## src/rtl/uart_receiver.sv

```systemverilog
`default_nettype none
// uart_receiver: 8N1 LSB-first UART receiver driven by an OVERSAMPLE x baud tick; Rev 1.0
// Define UART_RX_SYNC_EN to pass rx through a 2-flop synchronizer (reset value 1).
module uart_receiver #(
   parameter int OVERSAMPLE = 16
) (
   input  logic       clk,
   input  logic       reset_n,
   input  logic       br_tick,
   input  logic       rx,
   output logic [7:0] rx_data,
   output logic       rx_done,
   output logic       frame_err,
   output logic       rx_busy
);

   localparam int TW = $clog2(OVERSAMPLE);
   localparam logic [TW-1:0] HALF_LAST = TW'(OVERSAMPLE / 2 - 1);
   localparam logic [TW-1:0] BIT_LAST  = TW'(OVERSAMPLE - 1);

   typedef enum logic [1:0] {
      IDLE  = 2'd0,
      START = 2'd1,
      DATA  = 2'd2,
      STOP  = 2'd3
   } state_t;

   state_t          state;
   logic [TW-1:0]   tick_cnt;
   logic [2:0]      bit_cnt;
   logic [7:0]      shift;
   logic            rx_s;

`ifdef UART_RX_SYNC_EN
   logic [1:0] sync;

   always_ff @(posedge clk or negedge reset_n) begin
      if (!reset_n) begin
         sync <= 2'b11;
      end else begin
         sync <= {sync[0], rx};
      end
   end

   assign rx_s = sync[1];
`else
   assign rx_s = rx;
`endif

   always_ff @(posedge clk or negedge reset_n) begin
      if (!reset_n) begin
         state     <= IDLE;
         tick_cnt  <= '0;
         bit_cnt   <= '0;
         shift     <= '0;
         rx_data   <= '0;
         rx_done   <= 1'b0;
         frame_err <= 1'b0;
      end else begin
         rx_done   <= 1'b0;
         frame_err <= 1'b0;
         case (state)
            IDLE: begin
               tick_cnt <= '0;
               // Start detection runs every clk so the edge is caught at full clk resolution.
               if (!rx_s) begin
                  state <= START;
               end
            end
            START: begin
               if (br_tick) begin
                  if (tick_cnt == HALF_LAST) begin
                     tick_cnt <= '0;
                     bit_cnt  <= '0;
                     state    <= rx_s ? IDLE : DATA;
                  end else begin
                     tick_cnt <= tick_cnt + 1'b1;
                  end
               end
            end
            DATA: begin
               if (br_tick) begin
                  if (tick_cnt == BIT_LAST) begin
                     tick_cnt <= '0;
                     shift    <= {rx_s, shift[7:1]};
                     if (bit_cnt == 3'd7) begin
                        state <= STOP;
                     end else begin
                        bit_cnt <= bit_cnt + 1'b1;
                     end
                  end else begin
                     tick_cnt <= tick_cnt + 1'b1;
                  end
               end
            end
            STOP: begin
               if (br_tick) begin
                  if (tick_cnt == BIT_LAST) begin
                     tick_cnt <= '0;
                     state    <= IDLE;
                     if (rx_s) begin
                        rx_data <= shift;
                        rx_done <= 1'b1;
                     end else begin
                        frame_err <= 1'b1;
                     end
                  end else begin
                     tick_cnt <= tick_cnt + 1'b1;
                  end
               end
            end
            default: begin
               state    <= IDLE;
               tick_cnt <= '0;
            end
         endcase
      end
   end

   assign rx_busy = (state != IDLE);

endmodule
`default_nettype wire

```

## config.mk

```make
export PLATFORM = sky130hd
export DESIGN_NAME = uart_receiver
export DESIGN_NICKNAME = d
export VERILOG_FILES = /design/src/rtl/uart_receiver.sv
export SDC_FILE = /design/constraint.sdc
export NUM_CORES = 1
export LEC_CHECK = 0
export ABC_CLOCK_PERIOD_IN_PS = 4450
export BUFFER_PORTS_ARGS = -buffer_cell sky130_fd_sc_hd__buf_4
export CAP_MARGIN = 20
export CORE_MARGIN = 2
export CORE_UTILIZATION = 40
export DETAILED_ROUTE_END_ITERATION = 7
export GPL_TIMING_DRIVEN = 0
export PLACE_DENSITY_LB_ADDON = 0.15
export SYNTH_ARGS = -nofsm -noshare
export SYNTH_HDL_FRONTEND = slang
export SYNTH_SLANG_ARGS = --single-unit
```

## constraint.sdc

```tcl
create_clock -name clk -period 4.45 [get_ports clk]
set_input_delay 0.6675 -clock clk [delete_from_list [all_inputs] [get_ports clk]]
set_output_delay 0.6675 -clock clk [all_outputs]
set_load 0.01 [all_outputs]
```

==> results.sh <==
export IMPL_grt_max_degree=28
export IMPL_io_buffers=13
export IMPL_postSynthNetCount=103
export IMPL_cts_reportedPaths_clkPinSlew_ps=150
export IMPL_numCtsBuffers=3
export IMPL_rsz0062_at_grt="false"
export IMPL_cts_root_to_sink_buffers=2
export IMPL_route_vias_total=783
export IMPL_pwr_density_cell_nw_per_um2=423
export IMPL_initialDrtViolationCount=11
export IMPL_finalHoldWorstSlack_ps=216
export IMPL_instances_no_fill=146
export IMPL_finalSetupTns_ps=0
export IMPL_timing_critical_path_fanout_max=10
export IMPL_ant_nets=0
export IMPL_final_max_slew_violation_count=0
export IMPL_worst_pin_slew_ps=430
export IMPL_worstHoldPathType="input pin to asynchronous set/reset pin"
export IMPL_dp_cells=142
export IMPL_floorplan_io_pins=15
export IMPL_path_buf_inv=3
export IMPL_postCtsHoldBufs=0
export IMPL_drt_first_pass_iters=4
export IMPL_startpoint_type="flip-flop"
export IMPL_max_vdd_ir_drop_mv=0.180
export IMPL_effective_utilization_at_floorplan_pct=41.3
export IMPL_worst_setup_path_end_kind="output pin"
export IMPL_grt_first_pass_wirelength_um=3540
export IMPL_clock_root_buffer="clkbuf_4"
export IMPL_timing_max_cap_violations=0
export IMPL_routed_wirelength_normalized_by_instance_count_um=13.9
export IMPL_synth_top_cell_by_area="dfrtp_1"
export IMPL_finalWorstPathRequiredPeriod_ps=1990
export IMPL_globalRouteTotalUtil_pct=13.3
export IMPL_synthCells=96
export IMPL_die_area_um2=3540
export IMPL_die_h_um=59.5
export IMPL_slowest_stage_cell_crit_path="dfrtp_1"
export IMPL_most_common_flop_cell_mapped_by_yosys="dfrtp_1"
export IMPL_post_cts_buffers=0
export IMPL_place_congestion=0.679
export IMPL_area_delta_synth_final_pct=13.7
export IMPL_criticalPathCategory="flip-flop to output pin"
export IMPL_critical_path_cell_chain="buf_2 > nor2_1 > inv_1 > buf_4"
export IMPL_die_w_um=59.5
export IMPL_post_synth_cell_area_avg_um2=12.8
export IMPL_yosys_warning_count=0
export IMPL_filler_cell_count=287
export IMPL_vias_per_cell=5.36
export IMPL_layout_cell_share_with_drive_strength_beyond_1_pct=38.9
export IMPL_synth_seq_area_share_pct=54.9
export IMPL_worstPathArrival_ps=1330
export IMPL_synth_async_reset_ratio_pct=100
export IMPL_worst_clock_skew_ps=11.8
export IMPL_finalSetupViolCount=0
export IMPL_met2_usage_pct=18.4
export IMPL_via_count_of_the_first_global_routing_pass=750
export IMPL_tritoncts_num_sinks=27
export IMPL_fmax_mhz=502
export IMPL_synth_most_common_cell="dfrtp_1"
export IMPL_worst_slew_margin_rel_pct=71.2
export IMPL_cts_resized_gates=0
export IMPL_grt_use_met3_pct=3.93
export IMPL_synth_cell_area_um2=1230
export IMPL_total_leakage_power_uw=0.000698
export IMPL_core_rowCount=20
export IMPL_netlist_area_leader_share_pct=54.9
export IMPL_status="finished, final reports clean"
export IMPL_synth_edff_count=0
export IMPL_grt_overflow=0
export IMPL_layout_nets=121
export IMPL_dpl_hpwl_um=1450
export IMPL_floorplan_core_area_um2=2980
export IMPL_fin_crit_sh_pct=44.8
export IMPL_critical_path_top_delay_family="flip-flops"
export IMPL_postRouteWirelength_um=2030
export IMPL_htree_num_levels=1
export IMPL_tritoncts="built"
export IMPL_worstPathRequired_ps=3780
export IMPL_clk_latency_ps=330
export IMPL_netlist_cell_type_count=28
export IMPL_stage_delay_of_the_slowest_cell_on_the_critical_path_ps=420
export IMPL_synth_register_bits=27
export IMPL_hold_viol_final=0
export IMPL_grtUsageMet1_pct=20.6
export IMPL_synth_area_leaders="dfrtp_1 55%, mux2_2 17%, ha_1 3.0%, buf_4 1.8%, nor2_1 1.8%"
export IMPL_insertedDiodeCount=0
export IMPL_grt_antenna_before_repair=0
export IMPL_ys_top_cells_by_count="27 x dfrtp_1, 19 x mux2_2, 6 x nor2_1, 5 x inv_1, 4 x nand2_1"
export IMPL_drc=0
export IMPL_grt_most_used_layer="met1"
[kinds of logic (layout without fill, tap and decap cells)]
logic type	after synthesis	count (layout)	synth area share, %
adders and majority gates	3	3	3.05
muxes	20	20	18.2
DFF	27	27	54.9
buffers and inverters	10	27	4.17
AOI/OAI and AO/OA	12	12	6.91
and+or+nand+nor	22	22	11.4
xor gates and xnor gates	2	2	1.42
[worst register-to-register path, stage by stage (launching register included)]
cell	delay [ps]
dfrtp_1	480
ha_1	330
nand4_4	160
nor3_4	420
mux2_2	390
[metrics by stage]
stage	power [uW]	util [%]	cell area [um^2]	setup slack (ps)
floorplan	444	-	1230	2690
global placement	481	46.0	1370	2500
detailed placement	491	46.0	1370	2520
CTS	601	47.0	1400	2420
global route	640	47.0	1400	2330
finish	593	47.0	1400	2460
[placed cells by master (no fill, tap or decap), drive strengths merged, types with 3 or more instances in the layout]
cell / instances
mux2: 19
dfrtp: 27
buf: 18
clkbuf: 3
nand2: 4
ha: 3
nor2: 7
nand4: 3
inv: 5
[metal layers]
layer	vias up	part of all wire [%]
met5	-	0
met3	2	3.3
met1	391	52
met4	0	0.49
li1	378	-
met2	12	44
[registers in the layout (all words and copies together) (netlist names), named ones only]
signal,count
shift,8
rx_done,1
tick_cnt,4
bit_cnt,3
state,1
rx_data,8
frame_err,1
[layout make-up]
type | instances | area (um^2) | area share (%)
clock buffer | 3 | 22.5 | 1.61
sequential | 27 | 676 | 48.3
multi-input combinational | 59 | 504 | 36.0
clock inverter | 1 | 7.51 | 0.536
inverter | 5 | 18.8 | 1.34
tap | 33 | 41.3 | 2.95
buffer | 5 | 32.5 | 2.32
timing repair buffer | 13 | 97.6 | 6.97
[worst paths after layout]
| path | startpoint | to | slack [ps] | cells past startpoint |
|---|---|---|---|---|
| setup / recovery | state[0] | rx_busy | 2460 | 4 |
| hold / removal | reset_n | tick_cnt[1] | 220 | 1 |
| setup reg to reg | tick_cnt[0] | rx_data[5] | 2580 | 4 |
| hold reg to reg | shift[0] | rx_data[0] | 530 | 1 |
| max in group asynchronous | reset_n | shift[5] | 3970 | 1 |
| min in group clk | rx | frame_err | 490 | 2 |
[where the power goes]
part / total [uW] / internal (uW) / leakage, uW / switching (uW)
Combinational: 190 / 77.2 / 0.000321 / 113
Clock: 108 / 34.4 / 0.0000139 / 74.0
Sequential: 294 / 273 / 0.000363 / 21.4
Total: 593 / 385 / 0.000698 / 208
Note: power is estimated with default switching activity, not from simulation.
